==> config.mk <==
export PLATFORM = sky130hd
export DESIGN_NAME = tx_period_ctrl
export DESIGN_NICKNAME = d
export VERILOG_FILES = /design/src/rtl/tx_pkg.sv /design/src/rtl/tx_seq_div.sv /design/src/rtl/tx_period_ctrl.sv
export SDC_FILE = /design/constraint.sdc
export NUM_CORES = 1
export LEC_CHECK = 0
export ABC_AREA = 1
export CORE_MARGIN = 10
export CORE_UTILIZATION = 50
export DETAILED_ROUTE_END_ITERATION = 12
export GPL_ROUTABILITY_DRIVEN = 0
export GPL_TIMING_DRIVEN = 0
export PLACE_DENSITY = 0.7
export SLEW_MARGIN = 10
export SYNTH_ARGS = -nofsm -noshare
export SYNTH_HDL_FRONTEND = slang
export SYNTH_HIERARCHICAL = 1
export SYNTH_SLANG_ARGS = --single-unit
==> constraint.sdc <==
create_clock -name clk -period 9.6 [get_ports clk]
set_input_delay 1.92 -clock clk [delete_from_list [all_inputs] [get_ports clk]]
set_output_delay 1.92 -clock clk [all_outputs]
set_load 0.05 [all_outputs]
==> src/rtl/tx_pkg.sv <==
// tx_pkg: shared defaults, FSM state encoding and latency helper for tx_period_ctrl
package tx_pkg;

    localparam int W_DEF       = 16;
    localparam int KW_DEF      = 20;
    localparam int P_SHIFT_DEF = 3;

    typedef enum logic [1:0] {
        IDLE     = 2'd0,
        TRACK    = 2'd1,
        DEADBAND = 2'd2
    } tx_state_e;

    // One capture cycle, W+KW divider iterations, one select stage, one output stage
    function automatic int tx_lat(input int w, input int kw);
        return w + kw + 3;
    endfunction

endpackage

==> src/rtl/tx_seq_div.sv <==
// tx_seq_div: restoring divider, fixed N iterations after start; divisor 0 yields all-ones
module tx_seq_div
    import tx_pkg::*;
#(
    parameter int N  = W_DEF + KW_DEF,
    parameter int DW = W_DEF
) (
    input  logic          clk,
    input  logic          rst,
    input  logic          start,
    input  logic [N-1:0]  dividend,
    input  logic [DW-1:0] divisor,
    output logic          done,
    output logic [N-1:0]  quotient
);

    localparam int CW = $clog2(N + 1);

    logic [CW-1:0] cnt_q, cnt_d;
    logic [DW-1:0] rem_q, rem_d;
    logic [N-1:0]  quo_q, quo_d;
    logic          done_q, done_d;
    logic [DW:0]   sh, diff;
    logic          ge;

    always_comb begin
        sh     = {rem_q, quo_q[N-1]};
        diff   = sh - {1'b0, divisor};
        ge     = sh >= {1'b0, divisor};
        cnt_d  = cnt_q;
        rem_d  = rem_q;
        quo_d  = quo_q;
        done_d = 1'b0;
        if (start) begin
            cnt_d = CW'(N);
            rem_d = '0;
            quo_d = dividend;
        end else if (cnt_q != '0) begin
            cnt_d  = cnt_q - CW'(1);
            rem_d  = ge ? diff[DW-1:0] : sh[DW-1:0];
            quo_d  = {quo_q[N-2:0], ge};
            done_d = cnt_q == CW'(1);
        end
    end

    always_ff @(posedge clk) begin
        if (rst) begin
            cnt_q  <= '0;
            rem_q  <= '0;
            quo_q  <= '0;
            done_q <= 1'b0;
        end else begin
            cnt_q  <= cnt_d;
            rem_q  <= rem_d;
            quo_q  <= quo_d;
            done_q <= done_d;
        end
    end

    assign done     = done_q;
    assign quotient = quo_q;

endmodule

==> src/rtl/tx_period_ctrl.sv <==
// tx_period_ctrl: TX feeder-current FSM and fixed-latency stepper period computation
// Optional TX_SLEW_EN limits the per-update period change to slew_step.
module tx_period_ctrl
    import tx_pkg::*;
#(
    parameter int W       = W_DEF,
    parameter int KW      = KW_DEF,
    parameter int P_SHIFT = P_SHIFT_DEF
) (
    input  logic          clk,
    input  logic          rst,
    input  logic          tx_mode,
    input  logic          data_valid,
    input  logic [W-1:0]  i_fid,
    input  logic [W-1:0]  i_set,
    input  logic [W-1:0]  dz,
    input  logic [W-1:0]  gate,
    input  logic [W-1:0]  f1,
    input  logic [W-1:0]  f2,
    input  logic [KW-1:0] k,
    input  logic [W-1:0]  l,
    input  logic [W-1:0]  slew_step,
    output logic          drv_en,
    output logic          dir,
    output logic [W-1:0]  period,
    output logic          period_valid,
    output logic          busy,
    output logic          overrun
);

    localparam int LAT = tx_lat(W, KW);
    localparam int N   = LAT - 3;
    localparam int CAPW = 6 * W + KW;

    tx_state_e      state_q, state_d;
    logic           drv_en_q, drv_en_d, dir_q, dir_d, dv_q, dv_d;
    logic           busy_q, busy_d, overrun_q, overrun_d, start_q, start_d;
    logic           tgt_v_q, tgt_v_d, pv_q, pv_d;
    logic [CAPW-1:0] cap_q, cap_d;
    logic [W-1:0]   tgt_q, tgt_d, period_q, period_d;
    logic [W-1:0]   d, dd, cd, cl, cdz, cgate, cf1, cf2, lin, nxt;
    logic [KW-1:0]  ck;
    logic [N-1:0]   prod, quo;
    logic [N:0]     sum;
    logic           lt, edge_s, accept, div_done;
`ifdef TX_SLEW_EN
    logic           up;
    logic [W-1:0]   delta, pre_q, pre_d;
`else
    logic           unused_slew;
    assign unused_slew = ^slew_step;
`endif

    assign {cd, ck, cl, cdz, cgate, cf1, cf2} = cap_q;

    always_comb begin
        lt        = i_fid < i_set;
        d         = lt ? i_set - i_fid : i_fid - i_set;
        dir_d     = lt;
        dv_d      = data_valid;
        edge_s    = data_valid & ~dv_q;
        accept    = edge_s & ~busy_q;
        state_d   = !tx_mode ? IDLE :
                    state_q == IDLE ? TRACK :
                    (state_q == TRACK && d == '0) ? DEADBAND :
                    (state_q == DEADBAND && d >= dz) ? TRACK : state_q;
        drv_en_d  = state_d == TRACK;
        busy_d    = accept | (busy_q & ~tgt_v_q);
        overrun_d = overrun_q | (edge_s & busy_q);
        cap_d     = accept ? {d, k, l, dz, gate, f1, f2} : cap_q;
        start_d   = accept;
        // Divider runs on every update so all target paths share one latency
        dd        = cd - cdz;
        prod      = N'(ck) * N'(dd);
        sum       = {1'b0, quo} + (N+1)'(cf1);
        lin       = sum > (N+1)'(cf2) ? cf2 : sum[W-1:0];
        tgt_d     = cd >= cgate ? cf2 : cd >= cdz ? lin : (cf1 > cf2 ? cf2 : cf1);
        tgt_v_d   = div_done;
        pv_d      = tgt_v_q;
`ifdef TX_SLEW_EN
        up        = tgt_q > pre_q;
        delta     = up ? tgt_q - pre_q : pre_q - tgt_q;
        nxt       = (slew_step == '0 || delta <= slew_step) ? tgt_q :
                    up ? pre_q + slew_step : pre_q - slew_step;
        pre_d     = tgt_v_q ? nxt : pre_q;
`else
        nxt       = tgt_q;
`endif
        period_d  = tgt_v_q ? nxt >> P_SHIFT : period_q;
    end

    always_ff @(posedge clk) begin
        if (rst) begin
            state_q   <= IDLE;
            drv_en_q  <= 1'b0;
            dir_q     <= 1'b0;
            dv_q      <= 1'b0;
            busy_q    <= 1'b0;
            overrun_q <= 1'b0;
            start_q   <= 1'b0;
            tgt_v_q   <= 1'b0;
            pv_q      <= 1'b0;
            cap_q     <= '0;
            tgt_q     <= '0;
            period_q  <= '0;
`ifdef TX_SLEW_EN
            pre_q     <= '0;
`endif
        end else begin
            state_q   <= state_d;
            drv_en_q  <= drv_en_d;
            dir_q     <= dir_d;
            dv_q      <= dv_d;
            busy_q    <= busy_d;
            overrun_q <= overrun_d;
            start_q   <= start_d;
            tgt_v_q   <= tgt_v_d;
            pv_q      <= pv_d;
            cap_q     <= cap_d;
            tgt_q     <= tgt_d;
            period_q  <= period_d;
`ifdef TX_SLEW_EN
            pre_q     <= pre_d;
`endif
        end
    end

    tx_seq_div #(.N(N), .DW(W)) u_div (
        .clk      (clk),
        .rst      (rst),
        .start    (start_q),
        .dividend (prod),
        .divisor  (cl),
        .done     (div_done),
        .quotient (quo)
    );

    assign drv_en       = drv_en_q;
    assign dir          = dir_q;
    assign period       = period_q;
    assign period_valid = pv_q;
    assign busy         = busy_q;
    assign overrun      = overrun_q;

endmodule

==> results.sh, run 1 <==
export IMPL_route_met2_wl_mm=35.9
export IMPL_cp_top_family="adder cells"
export IMPL_total_power_w=0.00989
export IMPL_irDropWorstVdd_uv=345
export IMPL_hold_viol_final=0
export IMPL_path_clk_slew_ns=0.06
export IMPL_drc=0
export IMPL_synth_seq_cells=211
export IMPL_synth_edf_count=0
export IMPL_worstSetupStartpointType="flip-flop"
export IMPL_root_buffer="clkbuf_16"
export IMPL_worstMarginPinSlew_ns=1.16
export IMPL_ant_nets=0
export IMPL_r2r_cells=34
export IMPL_h_tree_depth=1
export IMPL_grtUsageTotal_pct=26.3
export IMPL_slowest_stage="clkbuf_1"
export IMPL_ys_flop_type="dfxtp_1"
export IMPL_yosys_top_cells_count="nand2_1 (780), inv_1 (726), nor2_1 (344), fa_1 (255), ha_1 (255)"
export IMPL_rows=83
export IMPL_ff_latch_area_mm2=0.00422
export IMPL_dr_max_layer_used="met4"
export IMPL_yosysMostFrequentCell="nand2_1"
export IMPL_ios=173
export IMPL_crit_type="reg2reg"
export IMPL_vias_per_cell=5.30
export IMPL_cpPeakStageDelay_ns=0.69
export IMPL_worstHoldPathType="reg2reg"
export IMPL_whs_path_depth=2
export IMPL_cts_inserted_buffers=27
export IMPL_route_met3_wl_mm=7.01
export IMPL_firstDrtPassIters=6
export IMPL_clk_latency_ns=0.58
export IMPL_wl_mm=79.7
export IMPL_cp_required_ns=10.04
export IMPL_io_buffer_count=153
export IMPL_grt_setup_unrepaired="false"
export IMPL_area_growth_syn_to_layout_pct=12.8
export IMPL_syn_inst=3659
export IMPL_fp_coreArea_mm2=0.0511
export IMPL_synth_area_leaders="fa_1 (20%), dfxtp_1 (16%), ha_1 (12%), nand2_1 (11%), inv_1 (11%)"
export IMPL_power_density_mw_per_mm2=341
export IMPL_grt_overflow=0
export IMPL_crit_fanout=10
export IMPL_cp_end_kind="flip-flop"
export IMPL_cts_resized=0
export IMPL_wl_met1_mm=33.6
export IMPL_clock_sinks=211
export IMPL_grt_start_max_net_pins=15
export IMPL_clockBufferDepth=3
export IMPL_fin_crit_ns=9.09
export IMPL_cp_depth=34
export IMPL_max_freq_mhz=110
export IMPL_slew_headroom_pct=20.4
export IMPL_avgSynthCellArea_um2=7.03
export IMPL_stdcell_count=4547
export IMPL_cp_data_arrival_time_ns=9.53
export IMPL_yosysSeqAreaShare_pct=16.4
export IMPL_syn_area_mm2=0.0257
export IMPL_drive_gt1_share_pct=3.91
export IMPL_dp_hpwl_mm=65.4
export IMPL_async_flop_share_pct=0
export IMPL_yosysWarnings=6
export IMPL_hold_buffers=0
export IMPL_fin_crit_sh_pct=94.7
export IMPL_tns_ns=0
export IMPL_power_leakage_nw=15.0
export IMPL_cp_buffers_inverters=8
export IMPL_nNetsFinal=4505
export IMPL_wl_per_cell_um=17.5
export IMPL_placedCellCount=4494
export IMPL_post_cts_buffers=0
export IMPL_skew_ns=0.00984
export IMPL_grt_first_pass_wirelength_mm=127
export IMPL_cap_violations=0
export IMPL_ys_types=59
export IMPL_synth_top_area_share_pct=19.9
export IMPL_yosysTopAreaCell="fa_1"
export IMPL_finalMaxSlewViolations=0
export IMPL_die_h_um=247
export IMPL_vias=24100
export IMPL_multi_input_area_mm2=0.0181
export IMPL_fp_dieArea_mm2=0.0609
export IMPL_dr_first_iter_drc_count=1975
export IMPL_antenna_found_initial=3
export IMPL_status="complete, no violations"
export IMPL_nFillCells=5035
export IMPL_cts_tree="built"
export IMPL_fp_dieW_um=247
export IMPL_setup_viol=0
export IMPL_first_global_vias=23700
export IMPL_start_util_pct=50.3
placed cells by master (no fill, tap or decap), drive strengths merged, types with 21 or more instances in the layout:
| cell | n |
|---|---|
| a21oi | 233 |
| a22oi | 31 |
| buf | 26 |
| clkbuf | 133 |
| clkdlybuf4s50 | 153 |
| clkinv | 22 |
| dfxtp | 211 |
| fa | 255 |
| ha | 255 |
| inv | 737 |
| nand2 | 799 |
| nand3 | 187 |
| nand3b | 21 |
| nor2 | 365 |
| nor3 | 27 |
| o21ai | 180 |
| o22ai | 32 |
| xor2 | 65 |
sequential cells by signal, summed over array words and instances, names as in the netlist, 2 cells and up:
name	flops
state_q	2
u_div/cnt_q	6
period	13
nxt	13
u_div/rem_q	16
u_div/quotient	36
cap_q	116
power breakdown:
group / internal (W) / switching (W)
Combinational: 0.00284 / 0.00487
Sequential: 0.00103 / 0.000123
Clock: 0.000576 / 0.000450
cells by family (layout without fill, tap and decap cells):
logic type / count (synthesis) / in the layout / synth area share [%]
buffers and inverters: 870 / 1073 / 13.1
flip-flops: 211 / 211 / 16.4
AO/OA/AOI/OAI: 543 / 543 / 11.8
other: 1 / 6 / 0.0146
AND/OR/NAND/NOR: 1445 / 1445 / 23.8
XOR/XNOR: 79 / 79 / 2.69
adder cells (fa/ha/maj): 510 / 510 / 32.3
cell type report:
class	instances	area share (%)
well taps	680	2.93
clock buffers	33	2.51
plain buffers	126	1.95
multi-input cells	2580	62.6
diodes	3	0.0259
repair buffers	153	5.28
flip-flops and latches	211	14.6
inverters	744	9.63
clock inverters	17	0.539
metrics by stage:
stage / setup WS [ns] / cell area (um^2) / util (%) / hold slack [ns]
floorplan: 2.26 / 25700 / - / 0.388
finish: 0.511 / 29000 / 56.8 / 0.456
global route: 0.103 / 29000 / 56.8 / 0.480
detailed placement: 0.698 / 28100 / 55.0 / 0.441
global placement: 0.775 / 28100 / 55.0 / 0.440
CTS: 0.674 / 29000 / 56.8 / 0.461
worst paths after layout:
path | startpoint | end | slack [ns]
max | cap_q[100] | u_div/quotient[31] | 0.51
min | nxt[12] | period[9] | 0.46
max reg2reg | cap_q[100] | u_div/quotient[31] | 0.51
min reg2reg | nxt[12] | period[9] | 0.46
layer usage:
| layer | vias to the layer above | GRT usage [%] |
|---|---|---|
| met5 | - | 0 |
| met3 | 164 | 5.99 |
| met2 | 928 | 42.4 |
| met1 | 11200 | 34.0 |
| met4 | 0 | 9.60 |
| li1 | 11800 | - |
worst min-delay path, stage by stage (launching register included):
cell,delay (ns)
dfxtp_1,0.31
nor2_1,0.04
nor2_1,0.08
(Power assumes the default switching activity.)
==> inputs of run 2 (changes only) <==
- CORE_MARGIN: 10 -> 5
==> results.sh, run 2 (synthesis gave the netlist of run 1 again) <==
export IMPL_setup_viol=0
export IMPL_cp_buffers_inverters=7
export IMPL_firstDrtPassIters=5
export IMPL_internal_power_w=0.00441
export IMPL_fp_dieW_um=237
export IMPL_start_util_pct=50.3
export IMPL_wl_met1_mm=33.4
export IMPL_wl_mm=78.3
export IMPL_cp_end_kind="flip-flop"
export IMPL_regToRegSetupSlack_ns=0.63
export IMPL_seq_power_share_pct=11.6
export IMPL_cp_depth=35
export IMPL_fp_coreArea_mm2=0.0511
export IMPL_area_growth_syn_to_layout_pct=12.7
export IMPL_fin_crit_sh_pct=93.5
export IMPL_wl_per_cell_um=17.2
export IMPL_p_sw_w=0.00547
export IMPL_worstMarginPinSlew_ns=1.10
export IMPL_cp_data_arrival_time_ns=9.48
export IMPL_root_buffer="clkbuf_16"
export IMPL_die_h_um=237
export IMPL_total_power_w=0.00989
export IMPL_crit_fanout=10
export IMPL_finalInstanceArea_mm2=0.0290
export IMPL_cap_violations=0
export IMPL_fp_dieArea_mm2=0.0561
export IMPL_fin_crit_ns=8.97
export IMPL_grt_setup_unrepaired="false"
export IMPL_crit_end="u_div/quotient[32]"
export IMPL_ios=173
export IMPL_reg2reg_from="cap_q[100]"
export IMPL_cpPeakStageDelay_ns=0.64
export IMPL_slew_headroom_pct=24.8
export IMPL_worstHoldPathType="reg2reg"
export IMPL_grtUsageTotal_pct=27.7
export IMPL_worstSetupStartpointType="flip-flop"
export IMPL_route_met3_wl_mm=6.95
export IMPL_drc=0
export IMPL_tns_ns=0
export IMPL_grt_start_max_net_pins=15
export IMPL_finalMaxSlewViolations=0
export IMPL_route_met2_wl_mm=34.5
export IMPL_vias_per_cell=5.27
export IMPL_cp_required_ns=10.11
export IMPL_largest_register="cap_q"
export IMPL_dr_first_iter_drc_count=2009
export IMPL_final_common_cell="nand2_1"
export IMPL_clock_sinks=211
export IMPL_p_sw_share_pct=55.4
export IMPL_status="complete, no violations"
export IMPL_largest_register_ff_count=116
export IMPL_power_density_mw_per_mm2=341
export IMPL_hold_buffers=0
export IMPL_comb_power_share_pct=78.1
export IMPL_cts_resized=0
export IMPL_nNetsFinal=4505
export IMPL_antenna_found_initial=2
export IMPL_vias=23900
export IMPL_layout_common_cells="nand2_1 (780), inv_1 (726), nor2_1 (344), fa_1 (255), ha_1 (255)"
export IMPL_cts_inserted_buffers=27
export IMPL_power_leakage_nw=14.9
export IMPL_holdWs_ns=0.456
export IMPL_first_global_vias=23200
export IMPL_r2r_cells=35
export IMPL_r2r_end="u_div/quotient[32]"
export IMPL_cts_tree="built"
export IMPL_slowest_stage="clkbuf_1"
export IMPL_hold_viol_final=0
export IMPL_clk_latency_ns=0.59
export IMPL_ant_nets=0
export IMPL_clockBufferDepth=3
export IMPL_io_buffer_count=153
export IMPL_post_cts_buffers=0
export IMPL_path_clk_slew_ns=0.07
export IMPL_clockPowerShare_pct=10.3
export IMPL_irDropWorstVdd_uv=364
export IMPL_max_freq_mhz=111
export IMPL_skew_ns=0.0186
export IMPL_dr_max_layer_used="met5"
export IMPL_crit_type="reg2reg"
export IMPL_h_tree_depth=1
export IMPL_dp_hpwl_mm=64.1
export IMPL_drive_gt1_share_pct=3.86
export IMPL_rows=83
export IMPL_critPathLaunch="cap_q[100]"
export IMPL_grt_overflow=0
export IMPL_grt_first_pass_wirelength_mm=125
export IMPL_dpl_instance_area_mm2=0.0281
export IMPL_cp_top_family="adder cells"
## run 2: routing by layer
layer / up-vias / track usage (%)
li1: 11800 / -
met1: 11100 / 37.1
met2: 932 / 44.2
met3: 162 / 6.28
met4: 6 / 9.46
met5: - / 0
## run 2: how the worst min path moves through the flow
stage	from	endpoint	slack (ns)	cells past startpoint
after CTS	nxt[5]	period[2]	0.46	2
after detailed placement	nxt[5]	period[2]	0.45	2
after global placement	nxt[5]	period[2]	0.44	2
final	nxt[5]	period[2]	0.46	2
after floorplan	u_div/done	pv_d	0.39	2
after global routing	nxt[5]	period[2]	0.48	2
## run 2: layout make-up
type	instances	area (um^2)
inverters	744	2790
flip-flops and latches	211	4220
clock buffers	35	736
well taps	680	851
fillers	4945	22100
clock inverters	15	125
multi-input cells	2580	18100
repair buffers	153	1530
plain buffers	126	566
diodes	1	2.50
## run 2: worst register-to-register path, delay by kind of cell, from the launching register on
family                   cells  cell delay (ns)
AO/OA/AOI/OAI                5             0.92
XOR/XNOR                     1             0.16
adder cells (fa/ha/maj)      9             4.18
buffers and inverters        7             1.24
flip-flops                   1             0.31
AND/OR/NAND/NOR             13             2.05
## run 2: stage by stage
stage	setup WS, ns	cells	util (%)
4_1_cts	0.754	4544	56.7
5_1_grt	0.127	4545	56.7
3_3_place_gp	0.830	4494	55.0
6_report	0.626	4545	56.7
2_1_floorplan	2.26	3661	-
3_5_place_dp	0.768	4494	55.0
## run 2: power groups by stage
stage	clock network, W	registers [W]	logic, W
2_1_floorplan	0	0.00114	0.00563
6_report	0.00101	0.00115	0.00772
5_1_grt	0.00106	0.00116	0.00876
3_3_place_gp	0	0.00116	0.00751
4_1_cts	0.00103	0.00114	0.00765
3_5_place_dp	0	0.00116	0.00753
